**config.mk**
```make
export PLATFORM = sky130hd
export DESIGN_NAME = fizzbuzz_stream
export DESIGN_NICKNAME = d
export VERILOG_FILES = /design/src/rtl/fizzbuzz_pkg.sv /design/src/rtl/fizzbuzz_stream_phase.sv /design/src/rtl/fizzbuzz_stream.sv
export SDC_FILE = /design/constraint.sdc
export NUM_CORES = 1
export LEC_CHECK = 0
export ABC_AREA = 1
export BUFFER_PORTS_ARGS = -buffer_cell sky130_fd_sc_hd__buf_2
export CAP_MARGIN = 20
export CORE_MARGIN = 2
export CORE_UTILIZATION = 40
export DETAILED_ROUTE_END_ITERATION = 7
export GPL_TIMING_DRIVEN = 0
export HOLD_SLACK_MARGIN = 0.03
export PLACE_DENSITY = 0.71
export SETUP_SLACK_MARGIN = 0.05
export SLEW_MARGIN = 30
export SYNTH_ARGS = -nofsm -noshare
export SYNTH_HDL_FRONTEND = slang
export SYNTH_SLANG_ARGS = --single-unit
```
**constraint.sdc**
```tcl
create_clock -name i_clk -period 1.2 [get_ports i_clk]
set_clock_uncertainty 0.15 [all_clocks]
set_input_delay 0.24 -clock i_clk [delete_from_list [all_inputs] [get_ports i_clk]]
set_output_delay 0.24 -clock i_clk [all_outputs]
set_load 0.02 [all_outputs]
```
**src/rtl/fizzbuzz_pkg.sv**
```systemverilog
// Shared types and helpers for the fizzbuzz stream generator.
package fizzbuzz_pkg;

  typedef enum logic {
    FB_IDLE,
    FB_RUN
  } fb_state_t;

  function automatic int fb_width(int len);
    return $clog2(len + 1);
  endfunction

endpackage

```
**src/rtl/fizzbuzz_stream_phase.sv**
```systemverilog
// Modulo-N phase counter: tracks n mod G_MOD without a divider.
// Load forces phase 1, advance steps and wraps G_MOD-1 -> 0.
module mod_phase_counter
  import fizzbuzz_pkg::*;
#(
  parameter int G_MOD = 3,
  localparam int PW = $clog2(G_MOD)
) (
  input  logic          i_clk,
  input  logic          i_rst,
  input  logic          i_load,
  input  logic          i_adv,
  output logic [PW-1:0] o_phase,
  output logic          o_zero
);

  localparam logic [PW-1:0] LAST = PW'(G_MOD - 1);

  logic [PW-1:0] phase_d;
  logic [PW-1:0] phase_q;

  always_comb begin
    phase_d = phase_q;
    if (i_load) begin
      phase_d = PW'(1);
    end else if (i_adv) begin
      phase_d = (phase_q == LAST) ? '0 : phase_q + PW'(1);
    end
  end

  always_ff @(posedge i_clk) begin
    if (i_rst) begin
      phase_q <= '0;
    end else begin
      phase_q <= phase_d;
    end
  end

  assign o_phase = phase_q;
  assign o_zero  = (phase_q == '0);

endmodule

```
**src/rtl/fizzbuzz_stream.sv**
```systemverilog
// Fizzbuzz number stream with valid/ready output, wrap and abort.
// Numbers 1..G_LENGTH, flags from two phase counters.
module fizzbuzz_stream
  import fizzbuzz_pkg::*;
#(
  parameter int G_LENGTH   = 50,
  parameter int G_FIZZ_DIV = 3,
  parameter int G_BUZZ_DIV = 5,
  localparam int W = fb_width(G_LENGTH)
) (
  input  logic         i_clk,
  input  logic         i_rst,
  input  logic         i_start,
  input  logic         i_continuous,
  input  logic         i_abort,
  input  logic         i_ready,
  output logic         o_valid,
  output logic [W-1:0] o_number,
  output logic         o_is_fizz,
  output logic         o_is_buzz,
  output logic         o_last,
  output logic         o_busy
);

  if (G_LENGTH < 1) begin : g_bad_len
    $error("fizzbuzz_stream: G_LENGTH must be >= 1");
  end
  if (G_FIZZ_DIV < 2) begin : g_bad_fizz
    $error("fizzbuzz_stream: G_FIZZ_DIV must be >= 2");
  end
  if (G_BUZZ_DIV < 2) begin : g_bad_buzz
    $error("fizzbuzz_stream: G_BUZZ_DIV must be >= 2");
  end

  localparam logic [W-1:0] LEN = W'(G_LENGTH);
  localparam logic [W-1:0] ONE = W'(1);

  fb_state_t    state_d, state_q;
  logic [W-1:0] number_d, number_q;
  logic         last_d, last_q;
  logic         cont_d, cont_q;
  logic         ph_load;
  logic         ph_adv;
  logic         fizz_zero;
  logic         buzz_zero;
  logic         xfer;

  logic [$clog2(G_FIZZ_DIV)-1:0] fizz_phase_unused;
  logic [$clog2(G_BUZZ_DIV)-1:0] buzz_phase_unused;

  assign xfer = (state_q == FB_RUN) & i_ready;

  always_comb begin
    state_d  = state_q;
    number_d = number_q;
    last_d   = last_q;
    cont_d   = cont_q;
    ph_load  = 1'b0;
    ph_adv   = 1'b0;
    unique case (state_q)
      FB_IDLE: begin
        if (i_start) begin
          state_d  = FB_RUN;
          number_d = ONE;
          last_d   = (ONE == LEN);
          cont_d   = i_continuous;
          ph_load  = 1'b1;
        end
      end
      FB_RUN: begin
        if (i_abort) begin
          state_d  = FB_IDLE;
          number_d = '0;
          last_d   = 1'b0;
        end else if (xfer) begin
          if (!last_q) begin
            number_d = number_q + ONE;
            last_d   = (number_q + ONE == LEN);
            ph_adv   = 1'b1;
          end else if (cont_q) begin
            number_d = ONE;
            last_d   = (ONE == LEN);
            ph_load  = 1'b1;
          end else begin
            state_d  = FB_IDLE;
            number_d = '0;
            last_d   = 1'b0;
          end
        end
      end
      default: state_d = FB_IDLE;
    endcase
  end

  always_ff @(posedge i_clk) begin
    if (i_rst) begin
      state_q  <= FB_IDLE;
      number_q <= '0;
      last_q   <= 1'b0;
      cont_q   <= 1'b0;
    end else begin
      state_q  <= state_d;
      number_q <= number_d;
      last_q   <= last_d;
      cont_q   <= cont_d;
    end
  end

  mod_phase_counter #(.G_MOD(G_FIZZ_DIV)) u_fizz (
    .i_clk   (i_clk),
    .i_rst   (i_rst),
    .i_load  (ph_load),
    .i_adv   (ph_adv),
    .o_phase (fizz_phase_unused),
    .o_zero  (fizz_zero)
  );

  mod_phase_counter #(.G_MOD(G_BUZZ_DIV)) u_buzz (
    .i_clk   (i_clk),
    .i_rst   (i_rst),
    .i_load  (ph_load),
    .i_adv   (ph_adv),
    .o_phase (buzz_phase_unused),
    .o_zero  (buzz_zero)
  );

  // Phases are stale outside a run, so flags are masked by valid.
  assign o_valid   = (state_q == FB_RUN);
  assign o_busy    = (state_q == FB_RUN);
  assign o_number  = number_q;
  assign o_last    = last_q;
  assign o_is_fizz = o_valid & fizz_zero;
  assign o_is_buzz = o_valid & buzz_zero;

endmodule

```
==> impl_summary.txt, run 1 <==
----------------------------------------------------
[Clock tree]
  Num CTS Buffers ... 3
  Max Buffers Root-to-Sink ... 2
  CTS clock-pin slew for the worst setup and hold paths ... 90 ps
  # clock sinks ... 14
  Clock tree from TritonCTS ... done
  Insertion delay of the later-clocked pin in the worst-skew pair ... 280 ps
  Clk root buf ... clkbuf_4
  Total of hold buffers inserted after clock tree synthesis ... 0
  Number of levels in the clock H-tree ... 1

[Routing]
  Metal2 WL ... 1.20 mm
  Detail Route met3 WL ... 51 um
  Detailed-router iteration count before antenna repair ... 4
  Met1 wire length ... 823 um
  Drc violations ... 0
  Routed wire length ... 2.10 mm
  Routed WL per cell ... 11.8 um
  Number of vias per cell after detailed routing ... 4.83
  Violation count after the first detailed-route iteration ... 3
  Routed via count ... 864
  Top routing layer used ... met4
  Post-route antenna net violation count ... 0

[Critical path]
  Biggest fanout along the worst timing path ... 2
  CP endpoint kind ... output port
  Library cell contributing the largest single delay on the critical path ... dfxtp_2
  Reg-to-reg endpoint ... u_fizz.o_phase[0]$_SDFFE_PP0P_
  Maximum single-stage delay on the critical path ... 340 ps
  FF-to-FF Start ... o_busy$_SDFF_PP0_
  Crit path cell chain ... inv_2 -> ha_4 -> nand2_2 -> nor2_4 -> buf_6
  Startpoint class of the critical path ... flip-flop
  Critical path arrival ... 1080 ps
  Buffers and inverters on the worst path ... 2
  R2R Setup Slk ... -260 ps
  Cell family with most CP delay ... flip-flops
  Data required time of the critical path ... 810 ps
  Crit Path Category ... reg2out
  Number of cell instances on the worst register-to-register path ... 7

[Placed design]
  Area post-placement ... 972 sq um
  Buffers on Ports ... 15
  HPWL after detailed placement ... 1.25 mm
  Instance count after placement with tap cells included ... 159
  Routability cong. ... 0.758

[Pwr]
  Sequential share of power ... 45.3%
  Net switching power of the design ... 0.000315 W
  Pwr Total ... 0.00109 W
  Power per cell area ... 805 mW/mm^2
  Max rail drop VDD ... 0.575 mV
  Switching part of the total power ... 28.8%
  Cell-internal power ... 0.000780 W
  Clk network pwr share ... 31.3%
  Portion of total power attributed to combinational logic ... 23.4%
  Leak Pwr ... 0.602 nW

[Floorplanning]
  Width of the chip ... 48.7 um
  Ports placed on the boundary ... 17
  Die Area ... 0.00237 sq mm
  Number of core rows ... 16
  Starting Density ... 41.6%
  Core Footprint ... 0.00192 sq mm
  Vertical extent of the die ... 48.7 um

[GRT]
  Congestion Overflow GR ... 0
  Number of antenna violations at the first check in global routing ... 0
  Maximum number of pins on one net before global-route repair ... 11
  Number of global-route vias before repair ... 789
  Overall Global Routing Usage ... 16.8%
  First-pass GRT wire length ... 3.21 mm

[Timing]
  Highest clock rate ... 680 MHz
  Setup Viol. Count Final ... 17
  Final slew viol count ... 0
  RSZ-0062 raised after global routing ... true
  Tightest hold margin ... 71.2 ps
  Minimum period implied by the final worst setup slack ... 1470 ps
  Worst Setup Slack, final ... -271 ps
  Final period util ... 123%
  Transition time of the tightest slew-check pin ... 532 ps
  Headroom to the max-slew limit ... 64.5%
  Number of hold-slack violations in the final timing report ... 0

[Synth]
  Distinct cell type count after synthesis ... 22
  Flip-flop and latch count after synthesis ... 14
  Fraction of synthesized cell area taken by the top area cell type ... 35.1%
  Most used flip-flop cell after synthesis ... dfxtp_1
  Post-synth EDFFs ... 0
  Cell area after technology mapping ... 800 sq um
  Library cell with the largest summed area after synthesis ... dfxtp_1
  Total number of yosys warnings ... 0
  Portion of the post-synthesis area used by sequential elements ... 35.1%
  Leading post-synthesis cells by instance count ... 29 x nand2_1, 19 x inv_1, 14 x dfxtp_1
  Top cells by area in the synthesized netlist ... dfxtp_1 35%, nand2_1 14%, inv_1 8.9%, a21oi_1 6.9%, ha_1 6.3%
  Mapped Nets ... 127
  Share of flip-flops with an asynchronous set or reset after synthesis ... 0%
  Most used standard cell by instance count after synthesis ... nand2_1
  Number of cells produced by synthesis ... 117
  Mean Syn Cell Area ... 6.83 sq um

[Cells and area]
  Fin area ... 0.00136 sq mm
  Final cell count without fillers ... 179
  Synth-to-Final Area Change ... 70.0%
  Layout cells sized above 1 ... 59.2%
  Post-layout net count ... 163
  Final antenna diode count ... 0
  Number of fill cells ... 152

[Min path]
  Worst min-delay path endpoint ... cont_q$_SDFFE_PP0P_
  Startpoint of the tightest hold check path ... i_continuous
  Worst hold path cell count ... 3
  Hold WC Path Type ... in2reg

[Job]
  Max Cap Violations ... 0

[Run status]
  Run status ... complete, but fails checks
  Violated checks ... negative setup slack

----------------------------------------------------
-- repair_timing --
action,CTS,global route
pin swaps,2,15
gates resized for setup,40,32
hold endpoints to repair,0,0
setup buffers,12,4
setup endpoints to repair,23,24
-- cells in the final DEF, fill, tap and decap left out, types with 2 or more instances in the layout --
cell / n
nand2_2: 9
o21ai_2: 2
ha_1: 2
dfxtp_4: 6
inv_1: 13
dfxtp_1: 3
clkbuf_4: 3
inv_2: 5
nand2_4: 6
nand3_1: 2
ha_4: 2
nor2_4: 3
or2_4: 2
o22ai_2: 2
o21ai_1: 4
dfxtp_2: 5
buf_4: 12
nand3_2: 2
nor2_1: 10
a21oi_2: 5
nand2_1: 16
buf_6: 16
a21oi_1: 6
o21ai_0: 2
buf_2: 4
-- final cells by class --
cell class                 instances  area [sq um]  area share (%)
multi-input combinational         80           592            43.6
clock buffer                       4          36.3            2.67
buffer                             2          11.3           0.829
sequential                        14           309            22.7
timing repair buffer              31           283            20.8
tap                               27          33.8            2.49
inverter                          21          93.8            6.91
-- kinds of logic (layout without fill, tap and decap cells) --
kind of cell | count (synthesis) | after routing | synth area share [%]
buffers and inverters | 23 | 58 | 11.9
XOR/XNOR | 1 | 1 | 1.10
AND/OR/NAND/NOR | 52 | 52 | 29.4
AO/OA/AOI/OAI | 23 | 23 | 16.3
adder cells (fa/ha/maj) | 4 | 4 | 6.26
flip-flops | 14 | 14 | 35.1
-- sequential cells by signal (all words and copies together), names as in the netlist --
register / flops
u_fizz.o_phase: 2
cont_q: 1
u_buzz.o_phase: 3
o_last: 1
o_number: 6
o_busy: 1
-- power by group through the flow --
| stage | Sequential (W) | Clock [W] | Combinational (W) |
|---|---|---|---|
| 4_1_cts | 0.000495 | 0.000349 | 0.000216 |
| 2_1_floorplan | 0.000510 | 0 | 0.000103 |
| 3_5_place_dp | 0.000506 | 0 | 0.000154 |
| 6_report | 0.000496 | 0.000342 | 0.000256 |
| 3_3_place_gp | 0.000506 | 0 | 0.000150 |
| 5_1_grt | 0.000498 | 0.000384 | 0.000272 |
-- worst min-delay path: cells and delay by family --
| family | cells | cell delay, ps |
|---|---|---|
| and+or+nand+nor | 1 | 80 |
| buffers and inverters | 1 | 70 |
| AOI/OAI and AO/OA | 1 | 70 |
-- how the worst max path moves through the flow --
stage | from | end | slack [ps] | cells past startpoint
floorplan | o_number[0]$_SDFFE_PP0P_ | o_last$_SDFFE_PP0P_ | -50 | 9
global route | u_buzz.o_phase[1]$_SDFFE_PP0P_ | o_is_buzz | -320 | 5
global placement | o_number[0]$_SDFFE_PP0P_ | o_last$_SDFFE_PP0P_ | -120 | 9
finish | u_buzz.o_phase[0]$_SDFFE_PP0P_ | o_is_buzz | -270 | 5
detailed placement | o_number[0]$_SDFFE_PP0P_ | o_last$_SDFFE_PP0P_ | -140 | 9
CTS | u_buzz.o_phase[0]$_SDFFE_PP0P_ | o_is_buzz | -270 | 5
-- per-layer routing --
layer	vias to the layer above	GRT usage (%)
met5	-	0
met4	0	4.29
met3	4	3.40
met2	13	32.4
met1	408	18.5
li1	439	-
-- through the flow --
step           setup TNS [ps]  utilization, %  worst slack, ps
2_1_floorplan           -77.9               -            -50.7
3_3_place_gp             -781            50.6             -119
3_5_place_dp             -963            50.6             -139
4_1_cts                 -1520            63.2             -269
5_1_grt                 -3770            70.7             -322
6_report                -2780            70.7             -271
(Power assumes the default switching activity.)
==> inputs of run 2 (changes only) <==
BUFFER_PORTS_ARGS = unset   (was -buffer_cell sky130_fd_sc_hd__buf_2)
CAP_MARGIN = unset   (was 20)
DONT_BUFFER_PORTS = 1   (was unset)
MAX_ROUTING_LAYER = met4   (was unset)
PLACE_DENSITY = 0.63   (was 0.71)
==> impl_summary.txt, run 2 (same netlist as run 1, synthesis figures left out) <==
----------------------------------------------------
[Run status]
  Violated checks ... negative hold slack, negative setup slack
  Run status ... complete, but fails checks

[Job]
  Max Cap Violations ... 0

[Timing]
  Transition time of the tightest slew-check pin ... 521 ps
  Highest clock rate ... 691 MHz
  Worst Setup Slack, final ... -247 ps
  Headroom to the max-slew limit ... 65.3%
  Tightest hold margin ... -8.23 ps
  Final slew viol count ... 0
  Minimum period implied by the final worst setup slack ... 1450 ps
  RSZ-0062 raised after global routing ... true
  Setup Viol. Count Final ... 15
  Number of hold-slack violations in the final timing report ... 1
  Final period util ... 121%

[Clock tree]
  Clk root buf ... clkbuf_4
  Total of hold buffers inserted after clock tree synthesis ... 2
  Clock tree from TritonCTS ... done
  # clock sinks ... 14
  Max Buffers Root-to-Sink ... 2
  Number of levels in the clock H-tree ... 1
  Num CTS Buffers ... 3
  CTS clock-pin slew for the worst setup and hold paths ... 100 ps
  Insertion delay of the later-clocked pin in the worst-skew pair ... 280 ps

[Min path]
  Hold WC Path Type ... in2reg

[Pwr]
  Portion of total power attributed to combinational logic ... 18.1%
  Net switching power of the design ... 0.000303 W
  Power per cell area ... 928 mW/mm^2
  Clk network pwr share ... 33.3%
  Leak Pwr ... 0.434 nW
  Max rail drop VDD ... 0.688 mV
  Sequential share of power ... 48.5%
  Switching part of the total power ... 28.9%
  Cell-internal power ... 0.000746 W

[Floorplanning]
  Core Footprint ... 0.00192 sq mm
  Starting Density ... 41.6%
  Width of the chip ... 48.7 um
  Vertical extent of the die ... 48.7 um
  Number of core rows ... 16
  Ports placed on the boundary ... 17
  Die Area ... 0.00237 sq mm

[Routing]
  Routed WL per cell ... 12.4 um
  Drc violations ... 0
  Routed wire length ... 1.97 mm
  Routed via count ... 769
  Number of vias per cell after detailed routing ... 4.84
  Post-route antenna net violation count ... 0
  Detailed-router iteration count before antenna repair ... 2
  Violation count after the first detailed-route iteration ... 3

[Critical path]
  Buffers and inverters on the worst path ... 2
  Maximum single-stage delay on the critical path ... 470 ps
  CP endpoint kind ... flip-flop
  Data required time of the critical path ... 1190 ps
  Cell family with most CP delay ... flip-flops
  Library cell contributing the largest single delay on the critical path ... dfxtp_4
  Critical path arrival ... 1440 ps
  Crit Path Category ... reg2reg
  Crit path cell chain ... inv_6 -> nor2_4 -> nand3_4 -> clkinv_4 -> nand2_1 -> o21ai_1 -> a21oi_1
  Biggest fanout along the worst timing path ... 7
  Startpoint class of the critical path ... flip-flop

[Cells and area]
  Most common cell after layout, fill and taps aside ... nand2_1
  Most frequent cells in the layout ... 23 x nand2_1, 13 x inv_1, 9 x nor2_1
  Final antenna diode count ... 0
  Synth-to-Final Area Change ... 41.5%
  Post-layout net count ... 143
  Flip-flop count of the largest register, all copies and words added ... 6
  Layout cells sized above 1 ... 44.7%

[GRT]
  Number of global-route vias before repair ... 766
  First-pass GRT wire length ... 3.23 mm
  Congestion Overflow GR ... 0
  Maximum number of pins on one net before global-route repair ... 11
  Overall Global Routing Usage ... 18.1%
  Number of antenna violations at the first check in global routing ... 0

[Placed design]
  Worst-case setup slack after placement ... -173 ps
  Buffers on Ports ... 0
  HPWL after detailed placement ... 1.28 mm
  Routability cong. ... 0.750

----------------------------------------------------
-- run 2: cell type report --
type	count	area (sq um)
Tap cell	27	33.8
Buffer	2	15.0
Clock buffer	4	36.3
Inverter	21	91.3
Sequential cell	14	308
Timing Repair Buffer	11	98.8
Multi-Input combinational cell	80	548
Fill cell	192	791
-- run 2: path summary, 6_finish.rpt --
kind | cells past startpoint | endpoint | slack (ps) | from
worst max-delay path | 7 | u_fizz.o_phase[0]$_SDFFE_PP0P_ | -250 | o_busy$_SDFF_PP0_
worst min-delay path | 2 | o_busy$_SDFF_PP0_ | -8 | i_start
worst min register to register | 2 | o_number[5]$_SDFFE_PP0P_ | 390 | o_number[5]$_SDFFE_PP0P_
worst max register to register | 7 | u_fizz.o_phase[0]$_SDFFE_PP0P_ | -250 | o_busy$_SDFF_PP0_
-- run 2: repair_timing --
item / CTS / global route
endpoints found under the setup margin: 17 / 17
buffers inserted: 8 / 1
pin swaps: 12 / 4
resized for setup: 24 / 12
endpoints found under the hold margin: 3 / 1
-- run 2: metal layers --
layer  up-vias  part of all wire (%)  track usage [%]
li1        399                     -                -
met1       360                    43             19.5
met5         -                     0                -
met3         2                   2.7             4.01
met4         0                  0.76             5.71
met2         8                    54             32.9
-- run 2: power by group through the flow --
stage	registers, W	logic [W]	clock network (W)
finish	0.000509	0.000190	0.000350
floorplan	0.000510	0.000103	0
detailed placement	0.000516	0.000123	0
CTS	0.000508	0.000179	0.000360
global placement	0.000516	0.000119	0
global route	0.000513	0.000205	0.000391
-- run 2: through the flow --
stage	area [sq um]	std cells	total power (W)	TNS [ps]	utilization (%)
global route	1130	159	0.00111	-3340	58.9
CTS	1090	158	0.00105	-2070	56.5
finish	1130	159	0.00105	-2410	58.9
detailed placement	897	144	0.000639	-1100	46.7
floorplan	863	117	0.000613	-77.9	-
global placement	897	144	0.000634	-977	46.7
==> inputs of run 3 (changes only) <==
PLACE_DENSITY = 0.65   (was 0.63)
==> impl_summary.txt, run 3 (same netlist as run 1, synthesis figures left out) <==
----------------------------------------------------
[Run status]
  Run status ... complete, but fails checks
  Violated checks ... negative hold slack, negative setup slack

[GRT]
  First-pass GRT wire length ... 3.21 mm
  Maximum number of pins on one net before global-route repair ... 11
  Congestion Overflow GR ... 0
  Overall Global Routing Usage ... 17.8%
  Number of global-route vias before repair ... 738
  Number of antenna violations at the first check in global routing ... 0

[Cells and area]
  Most frequent cells in the layout ... 23 x nand2_1, 13 x inv_1, 9 x nor2_1
  Final antenna diode count ... 0
  Fin area ... 0.00110 sq mm
  Post-layout net count ... 141
  Most common cell after layout, fill and taps aside ... nand2_1
  Final cell count without fillers ... 157
  Synth-to-Final Area Change ... 37.4%
  Layout cells sized above 1 ... 43.1%
  Flip-flop count of the largest register, all copies and words added ... 6

[Min path]
  Worst min-delay path endpoint ... o_busy$_SDFF_PP0_
  Startpoint of the tightest hold check path ... i_start
  Hold WC Path Type ... in2reg
  Worst hold path cell count ... 2

[Timing]
  Highest clock rate ... 700 MHz
  Worst Setup Slack, final ... -228 ps
  Tightest hold margin ... -25.9 ps
  Minimum period implied by the final worst setup slack ... 1430 ps
  Headroom to the max-slew limit ... 65.8%
  Setup Viol. Count Final ... 14
  Transition time of the tightest slew-check pin ... 514 ps
  RSZ-0062 raised after global routing ... true
  Number of hold-slack violations in the final timing report ... 1
  Final slew viol count ... 0
  Post-route setup TNS ... -2170 ps
  Final period util ... 119%

[Clock tree]
  Clk root buf ... clkbuf_4
  Num CTS Buffers ... 3
  # clock sinks ... 14
  CTS clock-pin slew for the worst setup and hold paths ... 100 ps
  Number of levels in the clock H-tree ... 1
  Clock tree from TritonCTS ... done
  Insertion delay of the later-clocked pin in the worst-skew pair ... 290 ps
  Total of hold buffers inserted after clock tree synthesis ... 2
  Max Buffers Root-to-Sink ... 2

[Pwr]
  Clk network pwr share ... 29.5%
  Sequential share of power ... 51.9%
  Switching part of the total power ... 31.0%
  Power per cell area ... 887 mW/mm^2
  Max rail drop VDD ... 0.666 mV
  Cell-internal power ... 0.000673 W
  Net switching power of the design ... 0.000302 W
  Portion of total power attributed to combinational logic ... 18.5%
  Leak Pwr ... 0.416 nW

[Critical path]
  Data required time of the critical path ... 1200 ps
  Library cell contributing the largest single delay on the critical path ... dfxtp_4
  Crit Path Category ... reg2reg
  Number of cell instances on the worst register-to-register path ... 7
  Biggest fanout along the worst timing path ... 8
  Cell family with most CP delay ... flip-flops
  First element of the critical path ... o_busy$_SDFF_PP0_
  Buffers and inverters on the worst path ... 2
  R2R Setup Slk ... -230 ps
  Reg-to-reg endpoint ... u_fizz.o_phase[0]$_SDFFE_PP0P_
  Critical path arrival ... 1420 ps
  Startpoint class of the critical path ... flip-flop
  Crit path cell chain ... inv_6 -> nor2_4 -> nand3_4 -> clkinv_4 -> nand2_2 -> o21ai_1 -> a21oi_1
  CP endpoint kind ... flip-flop
  Maximum single-stage delay on the critical path ... 470 ps
  FF-to-FF Start ... o_busy$_SDFF_PP0_

[Floorplanning]
  Width of the chip ... 48.7 um
  Number of core rows ... 16
  Core Footprint ... 0.00192 sq mm
  Die Area ... 0.00237 sq mm
  Vertical extent of the die ... 48.7 um
  Starting Density ... 41.6%
  Ports placed on the boundary ... 17

[Routing]
  Drc violations ... 0
  Violation count after the first detailed-route iteration ... 7
  Routed via count ... 769
  Routed WL per cell ... 11.8 um
  Routed wire length ... 1.86 mm
  Post-route antenna net violation count ... 0
  Number of vias per cell after detailed routing ... 4.90
  Detailed-router iteration count before antenna repair ... 4

[Placed design]
  Routability cong. ... 0.800
  Buffers on Ports ... 0
  Area post-placement ... 897 sq um
  HPWL after detailed placement ... 1.27 mm
  Instance count after placement with tap cells included ... 144

[Job]
  Max Cap Violations ... 0

----------------------------------------------------
## run 3: cell count changes in the layout (fill, tap and decap cells not counted)
cell | previous run | this run
clkbuf_8 | 1 | 0
nand2_2 | 4 | 5
dfxtp_4 | 5 | 6
buf_6 | 4 | 2
dfxtp_2 | 7 | 5
o21ai_1 | 4 | 3
clkinv_1 | 0 | 1
nand2_4 | 4 | 3
dfxtp_1 | 2 | 3
o21ai_2 | 2 | 3
## run 3: how the worst max path moves through the flow
stage                                                end  slack, ps  cells past startpoint
after CTS                                      o_is_buzz       -260                      4
after global routing                 o_last$_SDFFE_PP0P_       -330                      9
after detailed placement             o_last$_SDFFE_PP0P_       -190                      9
final                     u_fizz.o_phase[0]$_SDFFE_PP0P_       -230                      7
after global placement               o_last$_SDFFE_PP0P_       -170                      9
after floorplan                      o_last$_SDFFE_PP0P_        -50                      9
## run 3: layout make-up
cell class | instances | area [sq um]
clock buffers | 3 | 22.5
clock inverters | 1 | 3.75
well taps | 27 | 33.8
flip-flops and latches | 14 | 309
fillers | 184 | 823
repair buffers | 9 | 76.3
inverters | 21 | 91.3
multi-input cells | 80 | 547
plain buffers | 2 | 15.0
## run 3: metal layers
metal / up-vias / share of wire (%) / GRT usage (%)
li1: 393 / - / -
met5: - / 0 / -
met3: 4 / 5.3 / 8.02
met4: 0 / 1.2 / 5.71
met2: 11 / 52 / 31.3
met1: 361 / 42 / 17.5
## run 3: power groups by stage
stage                     logic [W]  clock network (W)  registers (W)
after floorplan            0.000103                  0       0.000510
after global placement     0.000119                  0       0.000516
after detailed placement   0.000123                  0       0.000516
after CTS                  0.000172           0.000302       0.000508
after global routing       0.000200           0.000323       0.000510
final                      0.000181           0.000288       0.000506
## run 3: through the flow
stage | total power, W | setup slack, ps | hold WS (ps) | utilization, %
2_1_floorplan | 0.000613 | -50.7 | 244 | -
3_3_place_gp | 0.000634 | -167 | 258 | 46.7
4_1_cts | 0.000982 | -256 | -32.3 | 55.0
3_5_place_dp | 0.000639 | -190 | 263 | 46.7
5_1_grt | 0.00103 | -326 | -43.0 | 57.2
6_report | 0.000975 | -228 | -25.9 | 57.2
## run 3: timing repair
item | CTS | global route
resized for setup | 22 | 12
hold endpoints to repair | 3 | 1
setup buffers | 7 | 0
endpoints found under the setup margin | 17 | 20
pin swaps | 12 | 7
